===== config.mk =====
export PLATFORM = sky130hd
export DESIGN_NAME = rtc_access_scheduler
export DESIGN_NICKNAME = d
export VERILOG_FILES = /design/src/rtl/rtc_access_scheduler.sv
export SDC_FILE = /design/constraint.sdc
export NUM_CORES = 1
export LEC_CHECK = 0
export BUFFER_PORTS_ARGS = -buffer_cell sky130_fd_sc_hd__buf_4
export CAP_MARGIN = 5
export CORE_MARGIN = 3
export CORE_UTILIZATION = 60
export CTS_BUF_LIST = sky130_fd_sc_hd__clkbuf_8
export DETAILED_ROUTE_END_ITERATION = 10
export GPL_ROUTABILITY_DRIVEN = 0
export GPL_TIMING_DRIVEN = 0
export PLACE_DENSITY = 0.87
export SYNTH_ARGS = -nofsm -noshare
export SYNTH_HDL_FRONTEND = slang
export SYNTH_SLANG_ARGS = --single-unit
export TNS_END_PERCENT = 20

===== constraint.sdc =====
create_clock -name clk -period 5.7 [get_ports clk]
set_input_delay 0.285 -clock clk [delete_from_list [all_inputs] [get_ports clk]]
set_output_delay 0.285 -clock clk [all_outputs]
set_load 0.005 [all_outputs]

===== src/rtl/rtc_access_scheduler.sv =====
// Shares one RTC parallel-bus transaction engine among three requesters: the power-up init sequence,
// edit-mode writes and a periodic nine-register scan read. Read-back bytes are held as BCD fields.
`timescale 1ns/1ps
module rtc_access_scheduler #(
    parameter int          REFRESH_CYCLES = 100_000,
    parameter int          TIMEOUT_CYCLES = 1024,
    parameter logic [7:0]  INIT_CMD       = 8'h10
) (
    input  logic       clk,
    input  logic       reset_n,
    input  logic       wr_req,
    input  logic [7:0] wr_addr,
    input  logic [7:0] wr_data,
    output logic       wr_ack,
    output logic       eng_start,
    output logic       eng_rw,
    output logic [7:0] eng_addr,
    output logic [7:0] eng_wdata,
    input  logic       eng_done,
    input  logic [7:0] eng_rdata,
    output logic [7:0] seg,
    output logic [7:0] min,
    output logic [7:0] hora,
    output logic [7:0] dia,
    output logic [7:0] mes,
    output logic [7:0] anio,
    output logic [7:0] t_seg,
    output logic [7:0] t_min,
    output logic [7:0] t_hora,
    output logic       scan_valid,
    output logic       busy,
    output logic       timeout_err
);
    localparam int RW = (REFRESH_CYCLES > 1) ? $clog2(REFRESH_CYCLES) : 1;
    localparam int TW = $clog2(TIMEOUT_CYCLES + 1);

    typedef enum logic [2:0] {
        INIT_ISSUE, INIT_WAIT, IDLE, WR_ISSUE, WR_WAIT, RD_ISSUE, RD_WAIT
    } state_t;

    state_t          state_reg, state_next;
    logic            run_reg;
    logic            init_step_reg;
    logic [3:0]      scan_idx_reg;
    logic            scan_pend_reg;
    logic            last_wr_reg;
    logic [RW-1:0]   refresh_cnt_reg;
    logic [TW-1:0]   wait_cnt_reg;
    logic            timeout_err_reg;
    logic            scan_valid_reg;
    logic            rw_reg;
    logic [7:0]      addr_reg;
    logic [7:0]      wdata_reg;
    logic [7:0]      field_reg [9];
    logic [8:0]      field_load;

    logic wait_st, tmo, finish, rd_done, refresh_wrap;

    function automatic logic [7:0] scan_addr(input logic [3:0] idx);
        case (idx)
            4'd0:    return 8'h21;
            4'd1:    return 8'h22;
            4'd2:    return 8'h23;
            4'd3:    return 8'h24;
            4'd4:    return 8'h25;
            4'd5:    return 8'h26;
            4'd6:    return 8'h41;
            4'd7:    return 8'h42;
            4'd8:    return 8'h43;
            default: return 8'h21;
        endcase
    endfunction

    assign wait_st      = (state_reg == INIT_WAIT) || (state_reg == WR_WAIT) || (state_reg == RD_WAIT);
    assign tmo          = wait_st && !eng_done && (wait_cnt_reg == TW'(TIMEOUT_CYCLES - 1));
    assign finish       = wait_st && (eng_done || tmo);
    assign rd_done      = (state_reg == RD_WAIT) && eng_done;
    assign refresh_wrap = (refresh_cnt_reg == RW'(REFRESH_CYCLES - 1));

    // run_reg holds off the first init launch until the cycle after reset is released.
    always_ff @(posedge clk) begin
        if (!reset_n) begin
            state_reg       <= INIT_ISSUE;
            run_reg         <= 1'b0;
            init_step_reg   <= 1'b0;
            scan_idx_reg    <= '0;
            scan_pend_reg   <= 1'b0;
            last_wr_reg     <= 1'b0;
            refresh_cnt_reg <= '0;
            wait_cnt_reg    <= '0;
            timeout_err_reg <= 1'b0;
            scan_valid_reg  <= 1'b0;
            rw_reg          <= 1'b0;
            addr_reg        <= '0;
            wdata_reg       <= '0;
        end else begin
            state_reg       <= state_next;
            run_reg         <= 1'b1;
            scan_valid_reg  <= 1'b0;
            refresh_cnt_reg <= refresh_wrap ? '0 : refresh_cnt_reg + 1'b1;
            wait_cnt_reg    <= (wait_st && !finish) ? wait_cnt_reg + 1'b1 : '0;
            if (tmo)
                timeout_err_reg <= 1'b1;
            if (state_reg == INIT_WAIT && finish)
                init_step_reg <= 1'b1;
            if (state_next == WR_ISSUE && state_reg == IDLE)
                last_wr_reg <= 1'b1;
            else if (state_next == RD_ISSUE && state_reg == IDLE)
                last_wr_reg <= 1'b0;
            if (eng_start) begin
                rw_reg    <= eng_rw;
                addr_reg  <= eng_addr;
                wdata_reg <= eng_wdata;
            end
            // Completing the last field clears the pending flag, swallowing a wrap in that same cycle.
            if (rd_done && scan_idx_reg == 4'd8) begin
                scan_idx_reg   <= '0;
                scan_pend_reg  <= 1'b0;
                scan_valid_reg <= 1'b1;
            end else begin
                if (rd_done)
                    scan_idx_reg <= scan_idx_reg + 1'b1;
                if (refresh_wrap)
                    scan_pend_reg <= 1'b1;
            end
        end
    end

    always_comb begin
        state_next = state_reg;
        case (state_reg)
            INIT_ISSUE: if (run_reg) state_next = INIT_WAIT;
            INIT_WAIT:  if (finish) state_next = init_step_reg ? IDLE : INIT_ISSUE;
            IDLE: begin
                if (wr_req && !(last_wr_reg && scan_pend_reg))
                    state_next = WR_ISSUE;
                else if (scan_pend_reg)
                    state_next = RD_ISSUE;
            end
            WR_ISSUE:   state_next = WR_WAIT;
            WR_WAIT:    if (finish) state_next = IDLE;
            RD_ISSUE:   state_next = RD_WAIT;
            RD_WAIT:    if (finish) state_next = IDLE;
            default:    state_next = IDLE;
        endcase
    end

    always_comb begin
        eng_start = 1'b0;
        eng_rw    = rw_reg;
        eng_addr  = addr_reg;
        eng_wdata = wdata_reg;
        wr_ack    = 1'b0;
        busy      = run_reg && (state_reg != IDLE);
        case (state_reg)
            INIT_ISSUE: if (run_reg) begin
                eng_start = 1'b1;
                eng_rw    = 1'b0;
                eng_addr  = 8'h02;
                eng_wdata = init_step_reg ? 8'h00 : INIT_CMD;
            end
            WR_ISSUE: begin
                eng_start = 1'b1;
                eng_rw    = 1'b0;
                eng_addr  = wr_addr;
                eng_wdata = wr_data;
            end
            WR_WAIT:    wr_ack = eng_done;
            RD_ISSUE: begin
                eng_start = 1'b1;
                eng_rw    = 1'b1;
                eng_addr  = scan_addr(scan_idx_reg);
                eng_wdata = 8'h00;
            end
            default: ;
        endcase
    end

    generate
        for (genvar gi = 0; gi < 9; gi++) begin : g_load
            assign field_load[gi] = rd_done && (scan_idx_reg == 4'(gi));
        end
    endgenerate

    always_ff @(posedge clk) begin
        for (int i = 0; i < 9; i++) begin
            if (!reset_n)
                field_reg[i] <= '0;
            else if (field_load[i])
                field_reg[i] <= eng_rdata;
        end
    end

    assign seg         = field_reg[0];
    assign min         = field_reg[1];
    assign hora        = field_reg[2];
    assign dia         = field_reg[3];
    assign mes         = field_reg[4];
    assign anio        = field_reg[5];
    assign t_seg       = field_reg[6];
    assign t_min       = field_reg[7];
    assign t_hora      = field_reg[8];
    assign scan_valid  = scan_valid_reg;
    assign timeout_err = timeout_err_reg;

endmodule


Yosys cells after proc, flatten, opt, wreduce, memory -nomap -nowiden
Memory sizes are Yosys's and may differ from the RTL's. A register that Yosys moved wholly into a read port is not among the register bits.
Cells that the tools add are included.
{ "totals": {"ram_bits": 72, "output_inout_bits": 94, "register_bits": 58, "in_bits": 28, "wordCells": 140, "romBits": 80, "memories": 2} }
{ "classes": {"eq_ne": 19, "n_mux": 59, "n_reduce_logical": 34, "addsub": 3, "bitwise": 10} }
{ "mem_list": {"columns": ["name", "words", "width", "rd", "rd_clocked_by_memory_dff", "wr", "line_no", "rtl"], "rows": [
  ["(name not given)", 16, 5, 1, 1, 0, "60", "case (idx)"],
  ["field_reg", 9, 8, 9, 0, 9, "54", "logic [7:0] field_reg [9];"]
]} }
{ "op_table": {"columns": ["operator", "n"], "rows": [
  ["$mux 8", 11],
  ["$pmux 8 s3", 2],
  ["$mux 1", 34],
  ["$logic_and 1x1->1", 20],
  ["$pmux 3 s6", 1],
  ["$add 17x1->17 const B", 1],
  ["$eq 17x17->1 const B", 1],
  ["$eq 4x3->1 const B", 4],
  ["$mux 3", 5],
  ["$eq 3x3->1 const B", 4],
  ["$add 11x1->11 const B", 1],
  ["$eq 11x10->1 const B", 1],
  ["$eq 3x2->1 const B", 3],
  ["$or 1x1->1", 9],
  ["$eq 4x2->1 const B", 2],
  ["$mux 4", 2],
  ["$reduce_or 2->1", 4],
  ["$mux 5", 1],
  ["$add 4x1->4 const B", 1],
  ["$eq 4x1->1 const B", 1],
  ["$eq 4x4->1 const B", 1],
  ["$logic_not 4->1", 1],
  ["$eq 3x1->1 const B", 1],
  ["$logic_not 1->1", 3],
  ["other kinds (9)", 11]
]} }

Depth between registers and ports, before layout
{ "depth": {"depth_word": 13, "ltp_mapped": 10, "ltp_nobuf": 10} }

Worst setup path before layout
No wires, ideal clock.
{ "synth_timing": {"path_type": "flip-flop to flip-flop", "start": "register scan_idx_reg[0]", "end": "register (tool-made name)", "t_required_ps": 5578, "slack_ps": 3760, "path_stages_with_launch": 9, "arrival_ps": 1818, "path_buffers": 0, "setup_ps": 122, "synth_period_minus_slack_ps": 1940, "cell_sequence": "dfxtp_1 -> inv_1 -> ha_1 -> nand3b_1 -> nand3_1 -> a21boi_0 -> inv_1 -> ha_1 -> a221o_1"} }
{ "synth_lines": {"columns": ["element", "line_no", "rtl"], "rows": [
  ["start, declared", "44", "logic [3:0] scan_idx_reg;"],
  ["start signal, assigned", "122", "scan_idx_reg <= scan_idx_reg + 1'b1;"]
]} }

Final worst setup path
{ "layout_timing": {"start": "register state_reg[0]", "end": "output eng_addr[2]"} }
{ "layout_between": {"elab_chain_cells": 2, "elab_cells_between_ends": 4, "cone_classes": "eq/ne (2); mux (1); reduce/logical (1)"} }
{ "layout_rtl": {"columns": ["element", "line_no", "rtl"], "rows": [
  ["start, declared", "41", "state_t state_reg, state_next;"],
  ["start signal, assigned", "97", "state_reg <= state_next;"],
  ["$eq 3x3->1, or another cell as far along", "155", "case (state_reg)"],
  ["$pmux 8 s3 *", "155", null],
  ["end, declared", "17", "output logic [7:0] eng_addr,"]
]} }
Mark *: on every way between the ends. The rest lies on a longest branch, timed or not.

==> results.ini <==
[sta]
post-route-period-util_pct = 43.39
fmax_ghz = 0.4043
setup_slack_ns = 3.226
drv_slew = 0
finalSetupViolCount = 0
slew_headroom_pct = 21.67
worst_pin_slew_ns = 1.163
tns_ns = 0
fin_skew_ns = 0.009377
hold_viol = 0
layout_min_cycle_time_ns = 2.474
rsz0062_at_grt = no

[power]
switching_share_pct = 22.44
p_per_area_nw_per_um2 = 284.1
power_frac_comb_pct = 5.6
seqPwrFrac_pct = 53.4
intPower_mw = 1.535
p_total_mw = 1.979
clock_power_share_pct = 41.1
vdd_drop_max_mv = 0.1588
p_leak_nw = 2.920
p_switching_mw = 0.4439

[finish]
layout_commonest_cell = buf_4
fin_cells = 730
utilization_pct = 79.09
area_growth_pct = 26.62
mostFrequentLayoutCells = buf_4 (122), and2_1 (85), edfxtp_1 (72)
drive_gt1_share_pct = 28.30
antenna-diode-count = 0
final_net_count = 645
largest_reg_flops = 72

[clock_network]
htreeDepth = 4
post_cts_buffers = 0
clockBufferDepth = 2
insertion_delay_ns = 0.43
cts.sinks = 135
cts_buffers = 17
cts_hold_buffers = 0
clk_pin_slew_ns = 0.07
cts_tree = yes
cts_resized = 0
cts_root_buffer = clkbuf_8

[die]
fp.coreArea_um2 = 8806
rows = 34
die_w_um = 101.7
start_util_pct = 62.46
io_pins = 122
die_h_um = 101.7
die_area_um2 = 10350

[placement]
hpwl_um = 8452
port_buffers = 121
dp_worst_setup_slack_ns = 3.416
place_inst = 696

[worst_setup_path]
regToRegStartpoint = scan_idx_reg[0]
cp_max_fo = 10
arrival_ns = 2.19
cp-start-kind = flip-flop
path_class = reg -> out
r2r_slack_ns = 3.35
critPathRequiredTime_ns = 5.41
cp-end-kind = primary output
reg2reg_depth = 10

[logic_synthesis]
synth_cells = 467
synth-edff-count = 72
ys_seq_area_share_pct = 62.24
synth_top_area_share_pct = 39.31
avgSynthCellArea_um2 = 11.78
synthArstFlopShare_pct = 0
yosysTopAreaCell = edfxtp_1
synth_ff_type = edfxtp_1
syn_nets = 503
netlist_area_um2 = 5500
yosysWarnings = 0
ys_types = 52
synth_area_leaders = edfxtp_1 (39%), dfxtp_1 (23%), and2_1 (9.7%)
synth-seq-cells = 135

[global_route]
grt_overflow_total = 0
grt_pass1_wl_um = 19060
track_usage_pct = 23.78
antenna_found_initial = 0
grt_max_degree = 17
grt_pass1_vias = 3851

[min_path]
hp-class = in -> reg
min_to = run_reg
whs_path_depth = 1
hold_path_startpoint = reset_n

[detailed_routing]
viasPerCell = 5.453
vias = 3981
drt-total-wl_um = 11970
dr.pass1.iters = 5
drc = 0
drt_iter0_markers = 233
ant_nets = 0
routedWlPerCell_um = 16.40

[run]
maxCapViolations = 0

[run_status]
run_status = finished, final reports clean

## synth_stat cells (all sizes together) (2+ instances only)
library cell	number
nand2b	5
nor2	53
and3	7
a222oi	4
o21ai	11
a22o	10
buf	10
nand2	19
a21oi	5
a21boi	4
nand3	15
o221a	2
and3b	2
dfxtp	63
edfxtp	72
nor4	2
and4b	3
clkbuf	5
and4	4
or2	3
nor3	2
nand4	4
inv	13
nor3b	3
and2	86
xor2	17
a21o	4
nor2b	6
ha	8
nand3b	3
xnor2	9
a221o	3
## worst max-delay path by stage
stage | cells past startpoint | end | start | slack (ns)
floorplan | 8 | flip-flop | scan_idx_reg[0] | 3.76
global placement | 5 | field_reg[6][6] | eng_done | 3.52
detailed placement | 5 | field_reg[7][5] | eng_done | 3.42
CTS | 8 | eng_addr[2] | state_reg[0] | 3.21
global route | 8 | eng_addr[0] | state_reg[0] | 3.07
finish | 8 | eng_addr[2] | state_reg[0] | 3.23
## cell families (layout without fill, tap and decap cells)
| group | Yosys count | after routing | synth area share (%) |
|---|---|---|---|
| simple gates | 221 | 221 | 22.52 |
| fa+ha+maj | 8 | 8 | 1.820 |
| flops | 135 | 135 | 62.24 |
| compound gates | 49 | 49 | 6.870 |
| xor+xnor | 26 | 26 | 4.140 |
| buf+inv | 28 | 183 | 2.411 |
## final cells by class
cell class | count | area [µm²]
fillers | 548 | 1842
inverters | 13 | 48.80
clock buffers | 17 | 234.0
flip-flops and latches | 135 | 3423
repair buffers | 123 | 918.4
plain buffers | 15 | 83.83
clock inverters | 15 | 176.4
well taps | 108 | 135.1
multi-input cells | 304 | 1944
## critical path, cell delays in order (launching register included)
cell      delay, ns
dfxtp_1        0.32
buf_6          0.13
or3b_4         0.39
a21oi_2        0.13
nor2_2         0.10
buf_6          0.15
a222oi_1       0.31
inv_1          0.08
buf_4          0.14
## metrics by stage
| stage | hold WS (ns) | instance area (µm²) |
|---|---|---|
| after floorplan | 0.3127 | 5500 |
| after CTS | 0.01632 | 6954 |
| final | 0.02788 | 6964 |
| after detailed placement | 0.4556 | 6544 |
| after global placement | 0.4426 | 6544 |
| after global routing | 0.008968 | 6964 |
## power by group through the flow
| stage | logic [mW] | clock network (mW) | registers, mW |
|---|---|---|---|
| 2_1_floorplan | 0.0369 | 0 | 1.08 |
| 4_1_cts | 0.111 | 0.819 | 1.06 |
| 3_5_place_dp | 0.110 | 0 | 1.08 |
| 6_report | 0.110 | 0.812 | 1.06 |
| 3_3_place_gp | 0.106 | 0 | 1.08 |
| 5_1_grt | 0.120 | 0.864 | 1.06 |
## routing by layer
layer  part of all wire (%)  global-route usage [%]  vias to the layer above
li1                       -                       -                     1913
met1                     41                   29.43                     1891
met2                     49                   41.40                      163
met3                    8.1                   6.956                       14
met4                    1.0                   5.317                        0
met5                      0                       0                        -
No activity file was read; power rests on OpenSTA's default activity.
